### src/rtl/hssl_rx_frame_decoder_if.sv
// hssl_rx_frame_decoder_if
//   Bundles the GT receive word stream (decoded data plus per-byte flags) and
//   the downstream valid/ready payload stream of the HSSL RX frame decoder.
//   master : drives rx_* and rdy_in, observes dat_out/vld_out/last_out
//   slave  : the decoder side
interface hssl_rx_frame_decoder_if;
  logic [31:0] rx_data_in;
  logic [3:0]  rx_charisk_in;
  logic [3:0]  rx_disperr_in;
  logic [3:0]  rx_encerr_in;
  logic [31:0] dat_out;
  logic        vld_out;
  logic        last_out;
  logic        rdy_in;

  modport master (
    output rx_data_in, rx_charisk_in, rx_disperr_in, rx_encerr_in, rdy_in,
    input  dat_out, vld_out, last_out
  );

  modport slave (
    input  rx_data_in, rx_charisk_in, rx_disperr_in, rx_encerr_in, rdy_in,
    output dat_out, vld_out, last_out
  );
endinterface

### src/rtl/hssl_rx_frame_decoder.sv
// hssl_rx_frame_decoder
//   HSSL receive user logic in the rx_usrclk2 domain. Registers the decoded GT
//   word stream, tracks link lock on K28.5 idles, extracts length-prefixed
//   frames (SOF = K28.1, length in byte 1) into a commit-on-complete FIFO and
//   presents only whole, error-free frames on a valid/ready stream.
// Ports:
//   clk            rx_usrclk2
//   reset_n        asynchronous active-low reset
//   bus            slave side: rx_data/charisk/disperr/encerr in,
//                  dat_out/vld_out/last_out out, rdy_in in
//   lock_out       link locked
//   rx_frames_out  delivered frame count   (HSSL_RX_STATS_EN, else 0)
//   rx_dropped_out dropped frame count     (HSSL_RX_STATS_EN, else 0)
//   rx_errors_out  code error word count   (HSSL_RX_STATS_EN, else 0)
// Optional build macro: HSSL_RX_STATS_EN enables the three counters.
module hssl_rx_frame_decoder #(
  parameter int SYNC_CNT = 16,
  parameter int ERR_THR  = 4,
  parameter int ERR_WIN  = 256,
  parameter int MAX_LEN  = 16,
  parameter int FIFO_AW  = 6
) (
  input  logic                   clk,
  input  logic                   reset_n,
  hssl_rx_frame_decoder_if.slave bus,
  output logic                   lock_out,
  output logic [15:0]            rx_frames_out,
  output logic [15:0]            rx_dropped_out,
  output logic [15:0]            rx_errors_out
);
  localparam int DEPTH = 1 << FIFO_AW;
  localparam int PW    = FIFO_AW + 1;
  localparam int SCW   = $clog2(SYNC_CNT + 1);
  localparam int WW    = $clog2(ERR_WIN + 1);
  localparam int ECW   = $clog2(ERR_THR + 1);

  typedef enum logic {LOS, LOCKED}  lock_st_t;
  typedef enum logic {F_IDLE, F_PAY} frm_st_t;

  // stage 1: input register
  logic [31:0] r_data;
  logic [3:0]  r_isk, r_derr, r_eerr;

  always_ff @(posedge clk or negedge reset_n) begin
    if (!reset_n) begin
      r_data <= '0; r_isk <= '0; r_derr <= '0; r_eerr <= '0;
    end else begin
      r_data <= bus.rx_data_in;
      r_isk  <= bus.rx_charisk_in;
      r_derr <= bus.rx_disperr_in;
      r_eerr <= bus.rx_encerr_in;
    end
  end

  // stage 2: classification. A code error overrides every other class.
  logic       w_err, w_bad, w_idle, w_sof, w_data;
  logic [7:0] w_len;
  assign w_err  = (|r_derr) | (|r_eerr);
  assign w_bad  = |r_isk[3:1];
  assign w_idle = !w_err && !w_bad && r_isk[0] && (r_data[7:0] == 8'hBC);
  assign w_sof  = !w_err && !w_bad && r_isk[0] && (r_data[7:0] == 8'h3C);
  assign w_data = !w_err && (r_isk == 4'b0000);
  assign w_len  = r_data[15:8];

  // lock FSM
  lock_st_t       r_lock_st, w_lock_nxt;
  logic [SCW-1:0] r_sync_cnt, w_sync_nxt;
  logic [WW-1:0]  r_win_cnt, w_win_nxt;
  logic [ECW-1:0] r_err_cnt, w_ecnt_nxt, w_ecnt_base;
  logic           w_locked, w_win_wrap;

  assign w_locked   = (r_lock_st == LOCKED);
  assign w_win_wrap = (r_win_cnt == WW'(ERR_WIN - 1));

  always_comb begin
    w_lock_nxt  = r_lock_st;
    w_sync_nxt  = r_sync_cnt;
    w_win_nxt   = r_win_cnt;
    w_ecnt_base = r_err_cnt;
    w_ecnt_nxt  = r_err_cnt;
    case (r_lock_st)
      LOS: begin
        w_win_nxt  = '0;
        w_ecnt_nxt = '0;
        if (!w_idle) w_sync_nxt = '0;
        else if (r_sync_cnt == SCW'(SYNC_CNT - 1)) begin
          w_lock_nxt = LOCKED;
          w_sync_nxt = '0;
        end else w_sync_nxt = r_sync_cnt + 1'b1;
      end
      LOCKED: begin
        // the wrapping word opens a fresh window and still counts in it
        w_win_nxt   = w_win_wrap ? '0 : r_win_cnt + 1'b1;
        w_ecnt_base = w_win_wrap ? '0 : r_err_cnt;
        w_ecnt_nxt  = w_err ? w_ecnt_base + 1'b1 : w_ecnt_base;
        if (w_ecnt_nxt == ECW'(ERR_THR)) begin
          w_lock_nxt = LOS;
          w_win_nxt  = '0;
          w_ecnt_nxt = '0;
        end
      end
      default: w_lock_nxt = LOS;
    endcase
  end

  always_ff @(posedge clk or negedge reset_n) begin
    if (!reset_n) begin
      r_lock_st <= LOS; r_sync_cnt <= '0; r_win_cnt <= '0; r_err_cnt <= '0;
    end else begin
      r_lock_st <= w_lock_nxt; r_sync_cnt <= w_sync_nxt;
      r_win_cnt <= w_win_nxt;  r_err_cnt  <= w_ecnt_nxt;
    end
  end

  assign lock_out = w_locked;

  // frame FSM; r_wps is the speculative write pointer, r_wpc the committed one
  frm_st_t       r_frm_st, w_frm_nxt;
  logic [7:0]    r_rem, w_rem_nxt;
  logic [PW-1:0] r_wps, r_wpc, r_rp, w_wps_nxt, w_wpc_nxt, w_free;
  logic          w_wr_en, w_wr_last, w_frame_done, w_drop;

  assign w_free = PW'(DEPTH) - (r_wps - r_rp);

  always_comb begin
    w_frm_nxt    = r_frm_st;
    w_rem_nxt    = r_rem;
    w_wps_nxt    = r_wps;
    w_wpc_nxt    = r_wpc;
    w_wr_en      = 1'b0;
    w_wr_last    = 1'b0;
    w_frame_done = 1'b0;
    w_drop       = 1'b0;
    case (r_frm_st)
      F_IDLE: if (w_locked && w_sof) begin
        if (w_len == 8'd0 || 32'(w_len) > MAX_LEN) w_drop = 1'b1;
        // reserve the whole frame up front so a write is never refused later
        else if (32'(w_free) < 32'(w_len))         w_drop = 1'b1;
        else begin
          w_frm_nxt = F_PAY;
          w_rem_nxt = w_len;
        end
      end
      F_PAY: if (w_locked && w_data) begin
        w_wr_en   = 1'b1;
        w_wr_last = (r_rem == 8'd1);
        w_wps_nxt = r_wps + 1'b1;
        w_rem_nxt = r_rem - 1'b1;
        if (w_wr_last) begin
          w_wpc_nxt    = r_wps + 1'b1;
          w_frame_done = 1'b1;
          w_frm_nxt    = F_IDLE;
        end
      end else begin
        // abort: rewind, and an aborting SOF is not re-parsed
        w_wps_nxt = r_wpc;
        w_drop    = 1'b1;
        w_frm_nxt = F_IDLE;
      end
      default: w_frm_nxt = F_IDLE;
    endcase
  end

  always_ff @(posedge clk or negedge reset_n) begin
    if (!reset_n) begin
      r_frm_st <= F_IDLE; r_rem <= '0; r_wps <= '0; r_wpc <= '0;
    end else begin
      r_frm_st <= w_frm_nxt; r_rem <= w_rem_nxt;
      r_wps    <= w_wps_nxt; r_wpc <= w_wpc_nxt;
    end
  end

  // FIFO storage {last, data}
  logic [32:0] r_mem [DEPTH];
  always_ff @(posedge clk) begin
    if (w_wr_en) r_mem[r_wps[FIFO_AW-1:0]] <= {w_wr_last, r_data};
  end

  // first-word-fall-through output register; only committed words are visible
  logic [31:0] r_dat;
  logic        r_vld, r_last;

  always_ff @(posedge clk or negedge reset_n) begin
    if (!reset_n) begin
      r_rp <= '0; r_vld <= 1'b0; r_dat <= '0; r_last <= 1'b0;
    end else if (!r_vld || bus.rdy_in) begin
      if (r_rp != r_wpc) begin
        {r_last, r_dat} <= r_mem[r_rp[FIFO_AW-1:0]];
        r_vld <= 1'b1;
        r_rp  <= r_rp + 1'b1;
      end else r_vld <= 1'b0;
    end
  end

  assign bus.dat_out  = r_dat;
  assign bus.vld_out  = r_vld;
  assign bus.last_out = r_last;

`ifdef HSSL_RX_STATS_EN
  logic [15:0] r_frames, r_drops, r_errs;
  always_ff @(posedge clk or negedge reset_n) begin
    if (!reset_n) begin
      r_frames <= '0; r_drops <= '0; r_errs <= '0;
    end else begin
      r_frames <= r_frames + {15'd0, w_frame_done};
      r_drops  <= r_drops  + {15'd0, w_drop};
      r_errs   <= r_errs   + {15'd0, w_err};
    end
  end
  assign rx_frames_out  = r_frames;
  assign rx_dropped_out = r_drops;
  assign rx_errors_out  = r_errs;
`else
  logic w_unused_stats;
  assign w_unused_stats = ^{w_frame_done, w_drop, w_err};
  assign rx_frames_out  = '0;
  assign rx_dropped_out = '0;
  assign rx_errors_out  = '0;
`endif
endmodule

### src/flat_wrapper.sv
// flat-port wrapper written by rule: the top's interface ports become plain ports
module hssl_rx_frame_decoder_flat 
#(
  parameter int SYNC_CNT = 16,
  parameter int ERR_THR  = 4,
  parameter int ERR_WIN  = 256,
  parameter int MAX_LEN  = 16,
  parameter int FIFO_AW  = 6
)
  (clk, reset_n, lock_out, rx_frames_out, rx_dropped_out, rx_errors_out, bus_rx_data_in, bus_rx_charisk_in, bus_rx_disperr_in, bus_rx_encerr_in, bus_rdy_in, bus_dat_out, bus_vld_out, bus_last_out);
  hssl_rx_frame_decoder_if bus_i ();
  input  logic clk;
  input  logic reset_n;
  output logic lock_out;
  output logic [15:0] rx_frames_out;
  output logic [15:0] rx_dropped_out;
  output logic [15:0] rx_errors_out;
  input wire logic [$bits(bus_i.rx_data_in)-1:0] bus_rx_data_in;
  input wire logic [$bits(bus_i.rx_charisk_in)-1:0] bus_rx_charisk_in;
  input wire logic [$bits(bus_i.rx_disperr_in)-1:0] bus_rx_disperr_in;
  input wire logic [$bits(bus_i.rx_encerr_in)-1:0] bus_rx_encerr_in;
  input wire logic [$bits(bus_i.rdy_in)-1:0] bus_rdy_in;
  output wire logic [$bits(bus_i.dat_out)-1:0] bus_dat_out;
  output wire logic [$bits(bus_i.vld_out)-1:0] bus_vld_out;
  output wire logic [$bits(bus_i.last_out)-1:0] bus_last_out;
  assign bus_i.rx_data_in = bus_rx_data_in;
  assign bus_i.rx_charisk_in = bus_rx_charisk_in;
  assign bus_i.rx_disperr_in = bus_rx_disperr_in;
  assign bus_i.rx_encerr_in = bus_rx_encerr_in;
  assign bus_i.rdy_in = bus_rdy_in;
  assign bus_dat_out = bus_i.dat_out;
  assign bus_vld_out = bus_i.vld_out;
  assign bus_last_out = bus_i.last_out;
  hssl_rx_frame_decoder #(.SYNC_CNT(SYNC_CNT), .ERR_THR(ERR_THR), .ERR_WIN(ERR_WIN), .MAX_LEN(MAX_LEN), .FIFO_AW(FIFO_AW)) u_core (.clk(clk), .reset_n(reset_n), .bus(bus_i), .lock_out(lock_out), .rx_frames_out(rx_frames_out), .rx_dropped_out(rx_dropped_out), .rx_errors_out(rx_errors_out));
endmodule
### config.mk
export PLATFORM = sky130hd
export DESIGN_NAME = hssl_rx_frame_decoder_flat
export DESIGN_NICKNAME = d
export VERILOG_FILES = /design/src/rtl/hssl_rx_frame_decoder_if.sv /design/src/rtl/hssl_rx_frame_decoder.sv /design/src/flat_wrapper.sv
export SDC_FILE = /design/constraint.sdc
export NUM_CORES = 2
export LEC_CHECK = 0
export BUFFER_PORTS_ARGS = -buffer_cell sky130_fd_sc_hd__buf_2
export CELL_PAD_IN_SITES_DETAIL_PLACEMENT = 0
export CELL_PAD_IN_SITES_GLOBAL_PLACEMENT = 1
export CORE_MARGIN = 2
export CORE_UTILIZATION = 40
export CTS_BUF_LIST = sky130_fd_sc_hd__clkbuf_8
export DETAILED_ROUTE_END_ITERATION = 6
export PLACE_DENSITY_LB_ADDON = 0.1
export REMOVE_ABC_BUFFERS = 1
export SYNTH_ARGS = -nofsm -noshare
export SYNTH_HDL_FRONTEND = slang
export SYNTH_SLANG_ARGS = --single-unit
### constraint.sdc
create_clock -name clk -period 5.55 [get_ports clk]
set_input_delay 1.11 -clock clk [delete_from_list [all_inputs] [get_ports clk]]
set_output_delay 1.11 -clock clk [all_outputs]
set_load 0.01 [all_outputs]
==> results.md <==
- Total track usage: about a fifth
- Achievable frequency: ~0.24 GHz
- Critical path type: flop to flop
- Area growth syn-to-layout: 13.6%
- Clk pin slew, worst setup/hold paths: about 0.06 ns
- Max Cap Viol: 0
- Worst path bufs/invs: 1
- Critical path required time: ~6.3 ns
- Routed length per instance: just over 30 um
- Headroom to the max-slew limit: between 8 and 9%
- Pre-CTS setup slack: ~1.4 ns
- Mux share of post-synthesis cell area: 13.9%
- Synth Register Bits: roughly 2200
- Chip height: between 400 and 500 um
- Global route hottest layer: met2
- Synth warnings: 0
- Pleak: just over 30 nW
- Area after DPL: ~90000 sq um
- Drt pass-1 iters: 5
- Startpoint types: flop
- Initial antenna violation count: 8
- Core region area: between 200000 and 250000 sq um
- First-pass GRT wire length: about 320 mm
- Pin count of the biggest net entering global routing: 115
- Highest-delay cell along the critical path: nor2_4
- Number of global-route vias before repair: 43700
- Int Pwr: approximately 0.026 W
- Sw power: 0.00691 W
- Register area share after synthesis: just under 80%
- Syn Inst Count: between 3000 and 4000
- DR vias: 41600
- DR iter-0 viols: around 4000
- Via/cell ratio: between 5 and 6
- Mapped cell area: 85600 sq um
- Total power: around 0.032 W
- Gate power share: less than 1%
- Synth Area in Simple Gates: approximately 1.8%
- Starting density of the core: between 40% and 50%
- DRC: 0
- Part of the power in the clock network: about two fifths
- Post-synth EDFFs: approximately 2100
- Synth cell types: 65
- Worst-margin pin slew: between 1 and 1.5 ns
- Post-route design area: around 97000 sq um
- Nature of the critical path endpoint: flop
- Critical path arrival: between 4 and 5 ns
- CTS H-tree depth: 5
- GR Layer Usage met1: 29.2%
- Post-synth top cells: edfxtp_1, mux4_2, nor2_1, mux2i_1, dfrtp_1
- TritonCTS Buffers: approximately 390
- Final Hold Viols: 0
- Met3 Usage GRT: under 10%
- Die area: roughly 220000 sq um
- Clock skew: just over 0.05 ns
- Avg Inst Size Synth: about 22 sq um
- Layout Cells excl Fill: between 7000 and 8000
- Post-Synth XOR/XNOR Area: less than 1%
- Synth Area in Compound Gates: a little over 4%
- Bufs on Longest Clock Path: 4
- Fin nets: between 4000 and 5000
- Main combinational cell family by area after synthesis: multiplexers
- Row cnt: 169
- # port buffers: 81
- Sequential share of power: around 57%
- Critical-path cell list: or4_1, nor4_4, nand3_1, nor2_4, buf_4
- Switching share of power: between 20% and 30%
- Placed cell count: ~7000
- Synth top area share: about 74%
- Hold buffer count at cts: 1
- Max VDD drop: ~0.25 mV
- Adder-Cell Fraction of Synth Area: less than 1%
- Final min period: about 4.1 ns
- CTS tree: done
- Top cells by area, synth: edfxtp_1, mux4_2, dfrtp_1
- Cell with the most instances after synthesis: edfxtp_1
- Final Max Tran Viols: 0
- CP peak stage delay: 1.11 ns
- Die X: 467 um
- Hold Crit Class: input port to flop
- Fin worst setup slack: roughly 1.4 ns
- RSZ-0062 raised after global routing: false
- CTS root buf: clkbuf_8
- # Post-CTS Setup Buffers: 0
- Io pins: 130
- Post-cts sizing count: 0
- Clock sinks: around 2200
- Detailed Route WL: roughly 230 mm
- Post-synth ARST share: under 10%
- Post-route ant nets: 0
- Post-synth top area cell: edfxtp_1
- RePlAce Congestion: ~0.75
- Top FF cell, synth: edfxtp_1
- Cell family with most CP delay: simple AND/OR/NAND/NOR gates
- Fillers: 18000
- Grt ovf: 0
- Skew-Pair Late Insertion Delay: between 1 and 1.5 ns
- Setup Viol. Count Final: 0
- Critical-path maximum fanout: 25
- Pwr dens: about 330 nW/um^2
- Period Utilization, post-route: about 74%
- GRT met2 Usage: around a third
- Run status: completed
- HPWL Detailed: 123 mm
- Share of layout cells above drive strength 1: around 28%
==> sequential cells by signal, indices dropped and copies added, names as in the netlist <==
signal               flops
u_core.r_wpc             7
u_core.lock_out          1
u_core.r_rp              7
u_core.r_wps             7
u_core.r_mem          2112
u_core.r_derr            4
u_core.r_rem             8
u_core.r_isk             4
u_core.r_sync_cnt        5
u_core.bus.dat_out      32
u_core.r_eerr            4
u_core.r_data           32
u_core.r_err_cnt         3
u_core.r_win_cnt         9
u_core.bus.last_out      1
u_core.bus.vld_out       1
u_core.r_frm_st          1
==> cells in the final DEF (no fill, tap or decap), types with 69 or more instances in the layout <==
| cell type | instances |
|---|---|
| a221oi_1 | 73 |
| a22o_1 | 74 |
| a22oi_1 | 82 |
| buf_2 | 80 |
| buf_4 | 146 |
| clkbuf_8 | 421 |
| clkinv_1 | 81 |
| dfrtp_1 | 91 |
| edfxtp_1 | 2112 |
| inv_1 | 151 |
| mux2i_1 | 128 |
| mux4_2 | 467 |
| nand2_1 | 76 |
| nor2_1 | 78 |
| nor2_4 | 69 |
| o21ai_0 | 75 |
==> power groups by stage <==
| stage | Clock, W | Combinational (W) | Sequential [W] |
|---|---|---|---|
| after floorplan | 0 | 0.0000206 | 0.0189 |
| after global placement | 0 | 0.000267 | 0.0189 |
| after detailed placement | 0 | 0.000275 | 0.0189 |
| after CTS | 0.0140 | 0.000275 | 0.0186 |
| after global routing | 0.0148 | 0.000298 | 0.0186 |
| final | 0.0136 | 0.000269 | 0.0186 |
==> per-stage QoR <==
| step | setup TNS [ns] | util [%] | hold WS, ns |
|---|---|---|---|
| 3_3_place_gp | 0 | 42.5 | 0.481 |
| 3_5_place_dp | 0 | 42.5 | 0.487 |
| 6_report | 0 | 45.8 | 0.147 |
| 2_1_floorplan | -894.27 | - | 0.458 |
| 4_1_cts | 0 | 45.8 | 0.0146 |
| 5_1_grt | 0 | 45.8 | 0.0668 |
==> logic make-up after synthesis <==
| kind of cell | count (synthesis) |
|---|---|
| compound gates | 454 |
| xor+xnor | 34 |
| fa+ha+maj | 25 |
| buf+inv | 281 |
| flops | 2238 |
| mux | 600 |
| other cells | 1 |
| simple gates | 329 |
==> final cells by class <==
cell class | instances | area [sq um] | share of cell area [%]
Antenna cell | 7 | 17.5 | 0.0180
Clock buffer | 421 | 5790 | 5.96
Clock inverter | 265 | 1140 | 1.18
Inverter | 22 | 82.6 | 0.0849
Multi-Input combinational cell | 1490 | 18300 | 18.8
Sequential cell | 2238 | 66600 | 68.5
Tap cell | 2821 | 3530 | 3.63
Timing Repair Buffer | 243 | 1820 | 1.87
==> metal layers <==
| layer | routed length, um | vias up |
|---|---|---|
| li1 | - | 17500 |
| met1 | 99800 | 22500 |
| met2 | 111000 | 1267 |
| met3 | 12400 | 320 |
| met4 | 5550 | 4 |
| met5 | 32 | - |
==> final timing paths <==
path | from | to | slack [ns] | cells past startpoint
hold reg to reg | u_core.r_sync_cnt[4] | u_core.lock_out | 0.50 | 1
max in group asynchronous | reset_n | u_core.r_data[16] | 3.88 | 3
min in group asynchronous | reset_n | u_core.r_data[12] | 0.57 | 2
setup / recovery | u_core.r_eerr[1] | u_core.r_mem[47][18] | 1.43 | 5
hold / removal | bus_rx_data_in[21] | u_core.r_data[21] | 0.15 | 1
setup reg to reg | u_core.r_eerr[1] | u_core.r_mem[47][18] | 1.43 | 5
(Power assumes the default switching activity.)
